**src/rtl/control_unit_sequencer.sv**
```systemverilog
`default_nettype none
// ============================================================================
//  Module   : control_unit_sequencer
//  Purpose  : Hardwired control unit for the ALU datapath. It runs a
//             two-cycle fetch (T0 low byte, T1 high byte). It then decodes
//             IR and issues a one- or two-cycle execute microsequence (T2/T3)
//             that drives the register file, the address register file, the
//             ALU, the IR, memory and the three datapath muxes.
//  Ports    : Clock, Reset (sync, active-high)
//             IR[15:0]            opcode[15:10], Rx[9:8], addr/imm[7:0]
//             ALU_FlagsOut[3:0]   {Z,C,N,O}
//             RF_*  / ARF_*       register-file selects and functions
//             ALU_FunSel, ALU_WF  ALU function and flag write-enable
//             IR_LH, IR_Write     instruction register byte select / write
//             Mem_WR, Mem_CS      memory write (1) and active-low select
//             MuxASel/BSel/CSel   datapath mux selects
//             SC[2:0]             sequence counter (T0..T3)
//             Halted              high while halted
//  Config   : CU_ILLEGAL_HALT_EN - when defined, undefined opcodes halt
//             at the end of T2 instead of executing as a NOP.
//  Revision : 1.0  initial release
// ============================================================================
module control_unit_sequencer (
    input  logic        Clock,
    input  logic        Reset,
    input  logic [15:0] IR,
    input  logic [3:0]  ALU_FlagsOut,
    output logic [2:0]  RF_OutASel,
    output logic [2:0]  RF_OutBSel,
    output logic [2:0]  RF_FunSel,
    output logic [3:0]  RF_RegSel,
    output logic [3:0]  RF_ScrSel,
    output logic [4:0]  ALU_FunSel,
    output logic        ALU_WF,
    output logic [1:0]  ARF_OutCSel,
    output logic [1:0]  ARF_OutDSel,
    output logic [2:0]  ARF_FunSel,
    output logic [2:0]  ARF_RegSel,
    output logic        IR_LH,
    output logic        IR_Write,
    output logic        Mem_WR,
    output logic        Mem_CS,
    output logic [1:0]  MuxASel,
    output logic [1:0]  MuxBSel,
    output logic        MuxCSel,
    output logic [2:0]  SC,
    output logic        Halted
);

    // Sequence counter steps
    localparam logic [2:0] c_T0 = 3'd0;
    localparam logic [2:0] c_T1 = 3'd1;
    localparam logic [2:0] c_T2 = 3'd2;
    localparam logic [2:0] c_T3 = 3'd3;

    // Opcodes
    localparam logic [5:0] c_OP_BRA = 6'h00;
    localparam logic [5:0] c_OP_BNE = 6'h01;
    localparam logic [5:0] c_OP_BEQ = 6'h02;
    localparam logic [5:0] c_OP_IMM = 6'h03;
    localparam logic [5:0] c_OP_LD  = 6'h04;
    localparam logic [5:0] c_OP_ST  = 6'h05;
    localparam logic [5:0] c_OP_INC = 6'h06;
    localparam logic [5:0] c_OP_DEC = 6'h07;
    localparam logic [5:0] c_OP_HLT = 6'h3F;

    // Register-file function codes
    localparam logic [2:0] c_FUN_DEC   = 3'b000;
    localparam logic [2:0] c_FUN_INC   = 3'b001;
    localparam logic [2:0] c_FUN_LOAD  = 3'b010;
    localparam logic [2:0] c_FUN_CLEAR = 3'b011;

    localparam logic [4:0] c_ALU_PASS_A = 5'b10000;
    localparam logic [1:0] c_MUX_MEM    = 2'b10;
    localparam logic [1:0] c_MUX_IMM    = 2'b11;
    localparam logic [1:0] c_ARF_PC     = 2'b00;
    localparam logic [1:0] c_ARF_AR     = 2'b10;
    localparam logic [2:0] c_SEL_PC     = 3'b100;
    localparam logic [2:0] c_SEL_AR     = 3'b010;

    logic [2:0] r_sc;
    logic       r_halted;

    logic [5:0] w_op;
    logic [1:0] w_rx;
    logic [3:0] w_rx_onehot;
    logic       w_z;
    logic       w_taken;
    logic       w_two_step;
    logic       w_defined;
    logic       w_enter_halt;
    logic       w_unused;

    assign w_op        = IR[15:10];
    assign w_rx        = IR[9:8];
    // Rx=00 selects R1, which sits in the MSB of the one-hot select
    assign w_rx_onehot = 4'b1000 >> w_rx;
    assign w_z         = ALU_FlagsOut[3];

    assign w_taken = (w_op == c_OP_BRA)
                   | ((w_op == c_OP_BNE) & ~w_z)
                   | ((w_op == c_OP_BEQ) &  w_z);

    assign w_two_step = (w_op == c_OP_LD) | (w_op == c_OP_ST)
                      | (w_op == c_OP_INC) | (w_op == c_OP_DEC);

    assign w_defined = (w_op <= c_OP_DEC) | (w_op == c_OP_HLT);

`ifdef CU_ILLEGAL_HALT_EN
    assign w_enter_halt = (w_op == c_OP_HLT) | ~w_defined;
`else
    assign w_enter_halt = (w_op == c_OP_HLT);
`endif

    // Address/immediate byte and C/N/O flags feed the datapath directly,
    // not the sequencer.
    assign w_unused = ^{IR[7:0], ALU_FlagsOut[2:0], w_defined};

    assign SC     = r_sc;
    assign Halted = r_halted;

    // Sequence counter and halt state
    always_ff @(posedge Clock) begin
        if (Reset) begin
            r_sc     <= c_T0;
            r_halted <= 1'b0;
        end else if (r_halted) begin
            r_sc <= c_T0;
        end else begin
            case (r_sc)
                c_T0: r_sc <= c_T1;
                c_T1: r_sc <= c_T2;
                c_T2: begin
                    if (w_enter_halt) begin
                        r_halted <= 1'b1;
                        r_sc     <= c_T0;
                    end else if (w_two_step) begin
                        r_sc <= c_T3;
                    end else begin
                        r_sc <= c_T0;
                    end
                end
                default: r_sc <= c_T0;
            endcase
        end
    end

    // Control word decode. Reset overrides everything so a T3 store that
    // coincides with Reset never asserts Mem_CS/Mem_WR.
    always_comb begin
        RF_OutASel  = 3'b000;
        RF_OutBSel  = 3'b000;
        RF_FunSel   = 3'b000;
        RF_RegSel   = 4'b0000;
        RF_ScrSel   = 4'b0000;
        ALU_FunSel  = 5'b00000;
        ALU_WF      = 1'b0;
        ARF_OutCSel = 2'b00;
        ARF_OutDSel = 2'b00;
        ARF_FunSel  = 3'b000;
        ARF_RegSel  = 3'b000;
        IR_LH       = 1'b0;
        IR_Write    = 1'b0;
        Mem_WR      = 1'b0;
        Mem_CS      = 1'b1;
        MuxASel     = 2'b00;
        MuxBSel     = 2'b00;
        MuxCSel     = 1'b0;

        if (Reset) begin
            ARF_RegSel = 3'b111;
            ARF_FunSel = c_FUN_CLEAR;
            RF_RegSel  = 4'b1111;
            RF_ScrSel  = 4'b1111;
            RF_FunSel  = c_FUN_CLEAR;
        end else if (!r_halted) begin
            case (r_sc)
                c_T0, c_T1: begin
                    // Fetch one byte from M[PC] into IR and bump PC
                    ARF_OutDSel = c_ARF_PC;
                    Mem_CS      = 1'b0;
                    IR_Write    = 1'b1;
                    IR_LH       = (r_sc == c_T1);
                    ARF_RegSel  = c_SEL_PC;
                    ARF_FunSel  = c_FUN_INC;
                end
                c_T2: begin
                    case (w_op)
                        c_OP_BRA, c_OP_BNE, c_OP_BEQ: begin
                            if (w_taken) begin
                                MuxBSel    = c_MUX_IMM;
                                ARF_RegSel = c_SEL_PC;
                                ARF_FunSel = c_FUN_LOAD;
                            end
                        end
                        c_OP_IMM: begin
                            MuxASel   = c_MUX_IMM;
                            RF_RegSel = w_rx_onehot;
                            RF_FunSel = c_FUN_LOAD;
                        end
                        c_OP_LD, c_OP_ST: begin
                            MuxBSel    = c_MUX_IMM;
                            ARF_RegSel = c_SEL_AR;
                            ARF_FunSel = c_FUN_LOAD;
                        end
                        c_OP_INC: begin
                            RF_RegSel = w_rx_onehot;
                            RF_FunSel = c_FUN_INC;
                        end
                        c_OP_DEC: begin
                            RF_RegSel = w_rx_onehot;
                            RF_FunSel = c_FUN_DEC;
                        end
                        default: ;
                    endcase
                end
                c_T3: begin
                    case (w_op)
                        c_OP_LD: begin
                            ARF_OutDSel = c_ARF_AR;
                            Mem_CS      = 1'b0;
                            MuxASel     = c_MUX_MEM;
                            RF_RegSel   = w_rx_onehot;
                            RF_FunSel   = c_FUN_LOAD;
                        end
                        c_OP_ST: begin
                            ARF_OutDSel = c_ARF_AR;
                            RF_OutASel  = {1'b0, w_rx};
                            ALU_FunSel  = c_ALU_PASS_A;
                            MuxCSel     = 1'b0;
                            Mem_CS      = 1'b0;
                            Mem_WR      = 1'b1;
                        end
                        c_OP_INC, c_OP_DEC: begin
                            // Pass the updated Rx through the ALU so Z/N track it
                            RF_OutASel = {1'b0, w_rx};
                            ALU_FunSel = c_ALU_PASS_A;
                            ALU_WF     = 1'b1;
                        end
                        default: ;
                    endcase
                end
                default: ;
            endcase
        end
    end

endmodule
`default_nettype wire

```
**config.mk**
```make
export PLATFORM = sky130hd
export DESIGN_NAME = control_unit_sequencer
export DESIGN_NICKNAME = d
export VERILOG_FILES = /design/src/rtl/control_unit_sequencer.sv
export SDC_FILE = /design/constraint.sdc
export NUM_CORES = 1
export LEC_CHECK = 0
export BUFFER_PORTS_ARGS = -buffer_cell sky130_fd_sc_hd__buf_2
export CAP_MARGIN = 30
export CORE_UTILIZATION = 35
export DETAILED_ROUTE_END_ITERATION = 6
export PLACE_DENSITY_LB_ADDON = 0.2
export RECOVER_POWER = 100
export SLEW_MARGIN = 5
export SYNTH_ARGS = -nofsm -noshare
export SYNTH_HDL_FRONTEND = slang
export SYNTH_SLANG_ARGS = --single-unit
```
**constraint.sdc**
```tcl
create_clock -name Clock -period 1.9 [get_ports Clock]
set_clock_uncertainty 0.2 [all_clocks]
set_input_delay 0.285 -clock Clock [delete_from_list [all_inputs] [get_ports Clock]]
set_output_delay 0.285 -clock Clock [all_outputs]
set_load 0.01 [all_outputs]
```
# Word-level counts from Yosys, hierarchy flattened
# Index checks and enable logic that the tools add are counted.
[classes]
n_addsub = 0
multipliers = 0
div_mod_pow = 0
n_lt_le_gt_ge = 0
n_eq_ne = 11
shifts = 1
n_mux = 67
n_bitwise = 8
n_reduce_logical = 9
[ops]
columns = ["op", "n"]
rows = [
  ["$mux 2", 24],
  ["$eq 6x3->1 const B", 4],
  ["$pmux 2 s2", 6],
  ["$mux 1", 20],
  ["$mux 4", 5],
  ["$mux 5", 4],
  ["$eq 6x2->1 const B", 2],
  ["$pmux 3 s2", 2],
  ["$mux 3", 3],
  ["$reduce_or 3->1", 3],
  ["$pmux 4 s2", 1],
  ["$reduce_or 2->1", 4],
  ["$eq 3x2->1 const B", 2],
  ["$eq 6x1->1 const B", 1],
  ["$eq 6x6->1 const B", 1],
  ["$logic_not 6->1", 1],
  ["$pmux 2 s3", 1],
  ["$or 1x1->1", 5],
  ["$shr 4x2->4 const A", 1],
  ["$eq 3x1->1 const B", 1],
  ["$logic_not 3->1", 1],
  ["$and 1x1->1", 2],
  ["$pmux 1 s2", 1],
  ["$not 1->1", 1],
]
[word_totals]
ff_bits = 4
latch_bits = 0
mem_bits_rw = 0
mem_bits_ro = 0
inputBits = 22
out_inout_bits = 46
word_cells = 98
memories = 0

# Longest topological paths before layout
[logic_depth]
ltp_word = 9
mapped_depth = 5
ltp_nobuf = 3

# Worst setup path before layout
# Ideal clock, no wire load.
[synth_path]
kind = "register -> output"
startpoint = "reg r_sc[1] (netlist: SC[1])"
endpoint = "out MuxBSel[1]"
arrival_ns = 1.507
required_ns = 1.415
slack_ns = -0.092
stages_incl_launch_ff = 6
n_path_buf = 2
path_cell_list = "dfxtp_1 -> buf_6 -> nor4b_2 -> nand2_1 -> nor3b_1 -> buf_4"
[synth_between]
elab_chain_cells = 4
[synth_lines]
columns = ["item", "line_no", "rtl"]
rows = [
  ["start, declared", "81", "logic [2:0] r_sc;"],
  ["start signal, assigned", "125", "r_sc <= c_T0;"],
  ["start signal, assigned", "128", "r_sc <= c_T0;"],
  ["start signal, assigned", "131", "c_T0: r_sc <= c_T1;"],
  ["$eq 3x2->1", "177", "case (r_sc)"],
  ["$mux 2", "177", ""],
  ["$mux 2", "176", "end else if (!r_halted) begin"],
  ["$mux 2", "170", "if (Reset) begin"],
  ["end, declared", "44", "output logic [1:0] MuxBSel,"],
]
# No other way between the ends.

# Worst setup path after layout
[layout_path]
startpoint = "reg r_sc[0] (netlist: SC[0])"
endpoint = "out RF_RegSel[1]"
[layout_between]
elab_chain_cells = 4
elab_cells_between_ends = 5
classes_between = "eq/ne (2); mux (3)"
[layout_lines]
columns = ["item", "line_no", "rtl"]
rows = [
  ["$eq 3x2->1", "177", ""],
  ["$pmux 4 s2 (*)", "177", ""],
  ["$mux 4 (*)", "176", ""],
  ["$mux 4 (*)", "170", ""],
  ["end, declared", "31", "output logic [3:0] RF_RegSel,"],
]
# Mark *: on every way between the ends. The rest lies on a longest branch, timed or not.

==> metrics <==
outcome complete, but fails checks; failing checks setup timing; design area between 900 and 1000 sq um; largest net degree at the start of global routing 15; root buffer cell clkbuf_4; FF/Latch Area approximately 65 sq um; crit-path cells and4b_1, or3_4, a41o_1, buf_2; CTS buffer count 3; WHS Endpoint SC[0]; overall die width 45.08 microns; DRT Pass-1 Iters 4; post-route ant nets 0; CP startpoint kind flop; Num Clock Sinks 3; Seq cells post-synth 3; number of I/O pins 68; Worst Hold Launch IR[12]; synthesized area 649.4 sq um; min Tclk post-route slightly below 2 ns; initial antenna violation count 0; main area contributors after synthesis buf_4 (25%), dfxtp_1 (9.2%), a41o_1 (6.2%), nor2_1 (5.2%), nor3_1 (3.9%); register area share after synthesis 0.09249; pre-CTS setup slack 0.04042 ns; total number of yosys warnings 0; slowest CP cell or3_4; drt initial violations 13; Yosys top cell area share 0.2543; Port Buf Inserts between 40 and 50; DP Area around 840 sq um; Final Hold Fails 0; Die ar. slightly above 2000 sq um; biggest area consumer among synthesized cells buf_4; PnR worst setup slack -0.06953 ns; cts hold-fix bufs 0; DR vias/cell 4.662; CTS tree done; Total GRT Usage 0.1707; H-tree levels 1; leakage power 0.4996 nW; Final TNS setup -0.2495 ns; # DRC 0; CTS Buffer Depth 2; RR Endpoint SC[0]; final worst path period share 1.037; number of cells produced by synthesis 86; crit end category output pin; HP Class in -> reg; routed wire length 1752 microns; Power Dens Cells approximately 380 nW/um^2; hold depth 3; Worst R2R Setup Slack ~0.57 ns; vias after detailed routing 732; Final Setup Violations 4; area of the core 1727 sq um; Synth-to-Final Area Change 43.93%; Std-Cell Rows 15; total gr overflow 0; post-DP HPWL 1335 microns; reg2reg start SC[1]; compound-cell area share of the yosys netlist 0.1696; Unique masters post-synth 36; nets@finish 155; number of max-cap violations 0; vias in the first global route 566; GP Congestion 0.7713; R2R cell count 3; Buf+Inv Stages, Crit Path 1; Clock Latency Late Sink between 0.2 and 0.3 ns; Initial Util 0.3761; Core Util, Final 0.5413; post-synthesis adder-cell area fraction 0; Die Height 45.08 microns; Routed wire per std cell 11.16 microns; share of cells above drive strength 1 0.5682; ANT cells 0; Critical Path AT 1.48 ns; mean post-synth cell area 7.551 sq um; CP peak stage delay 0.38 ns; Fmax achieved 507.7 MHz; delay-heaviest family, CP simple AND/OR/NAND/NOR gates; Simple-Gate Fraction of Synth Area 0.3873; Filler cells 194; Slew Limit Fails 0; area of the multi-input gates 490.5 sq um; WP data required roughly 1.4 ns; crit-path max FO 5; first-pass GRT wire length 2490 microns; post-synthesis xor/xnor area fraction 0; multiplexer share of the synthesized area 0.03083; RSZ-0062 raised after global routing true; Critical Path Start SC[0]; maximum VDD drop 0.2265 mV; largest family of logic cells by synthesized area simple AND/OR/NAND/NOR gates; clock-pin slew on the worst setup and hold paths ~0.040 ns; CP Class reg -> out
==> Yosys cell counts, drive strengths merged <==
| master | number |
|---|---|
| nand3 | 2 |
| a2111oi | 1 |
| o21ai | 3 |
| and2 | 1 |
| and3 | 1 |
| nand4 | 1 |
| nor4b | 2 |
| inv | 4 |
| nor4bb | 2 |
| a31oi | 1 |
| conb | 1 |
| o21a | 1 |
| nand3b | 1 |
| nor3b | 3 |
| nand2b | 3 |
| and2b | 1 |
| and4b | 1 |
| clkbuf | 2 |
| or3 | 1 |
| a31o | 2 |
| dfxtp | 3 |
| buf | 24 |
| nor2 | 9 |
| o31ai | 1 |
| nand4b | 1 |
| nor3 | 5 |
| mux2i | 2 |
| a41o | 4 |
| nand2 | 2 |
| a21boi | 1 |
==> cell families (layout without fill, tap and decap cells) <==
logic type	after synthesis	count (layout)
other cells	1	15
simple gates	36	36
buf+inv	30	62
mux	2	2
flops	3	3
compound gates	14	14
==> placed cells by master (no fill, tap or decap), types with 2 or more instances in the layout <==
cell type,count
nor3_1,3
clkbuf_4,3
a31o_1,2
a41o_1,4
nand2b_1,3
nor3b_2,3
inv_1,3
conb_1,15
buf_4,12
nor4b_4,2
o21ai_1,3
nor3_2,2
nor2_1,7
mux2i_1,2
buf_2,41
==> worst max-delay path by stage <==
stage,endpoint,cells past startpoint
after CTS,RF_RegSel[1],4
after detailed placement,RF_RegSel[1],5
final,RF_RegSel[1],4
after floorplan,MuxBSel[1],5
after global routing,RF_RegSel[0],4
after global placement,RF_RegSel[0],5
==> state kept, by name (all words and copies together), names as in the netlist <==
register	flops
SC	2
Halted	1
==> worst reg2reg max path, delay by kind of cell (launching register included) <==
kind / cells / cell delay (ns)
compound gates: 1 / 0.39
flops: 1 / 0.32
buf+inv: 2 / 0.27
==> report_power, final <==
group	internal, mW	switching [mW]	leakage (nW)
logic	0.0727	0.0925	0.459
clock network	0.0793	0.0422	0.0150
registers	0.0675	0.00379	0.0256
total	0.219	0.139	0.500
==> metal layers <==
layer,track usage,routed length [microns]
met1,0.2184,775
met2,0.2754,831
met3,0.02400,115
met4,0.09091,29
met5,0,0
==> per-stage QoR <==
| stage | power, mW | hold WS [ns] | instances |
|---|---|---|---|
| finish | 0.3580 | 0.1944 | 157 |
| global route | 0.3799 | 0.2327 | 157 |
| CTS | 0.3514 | 0.1753 | 156 |
| detailed placement | 0.2202 | 0.4004 | 151 |
| global placement | 0.2190 | 0.4027 | 151 |
| floorplan | 0.1880 | 0.2452 | 100 |
==> area by class of cell <==
type | count | share of cell area
multi-input cells | 67 | 0.5248
clock buffers | 4 | 0.02811
repair buffers | 54 | 0.3280
inverters | 4 | 0.01606
flip-flops and latches | 3 | 0.06961
well taps | 25 | 0.03347
==> repair_timing <==
action                     in CTS  in global routing
buffers inserted                2                  1
pin swaps                       7                  4
gates resized for setup         6                  9
setup endpoints to repair      11                  9
hold endpoints to repair        0                  0
No activity file was read; power rests on OpenSTA's default activity.
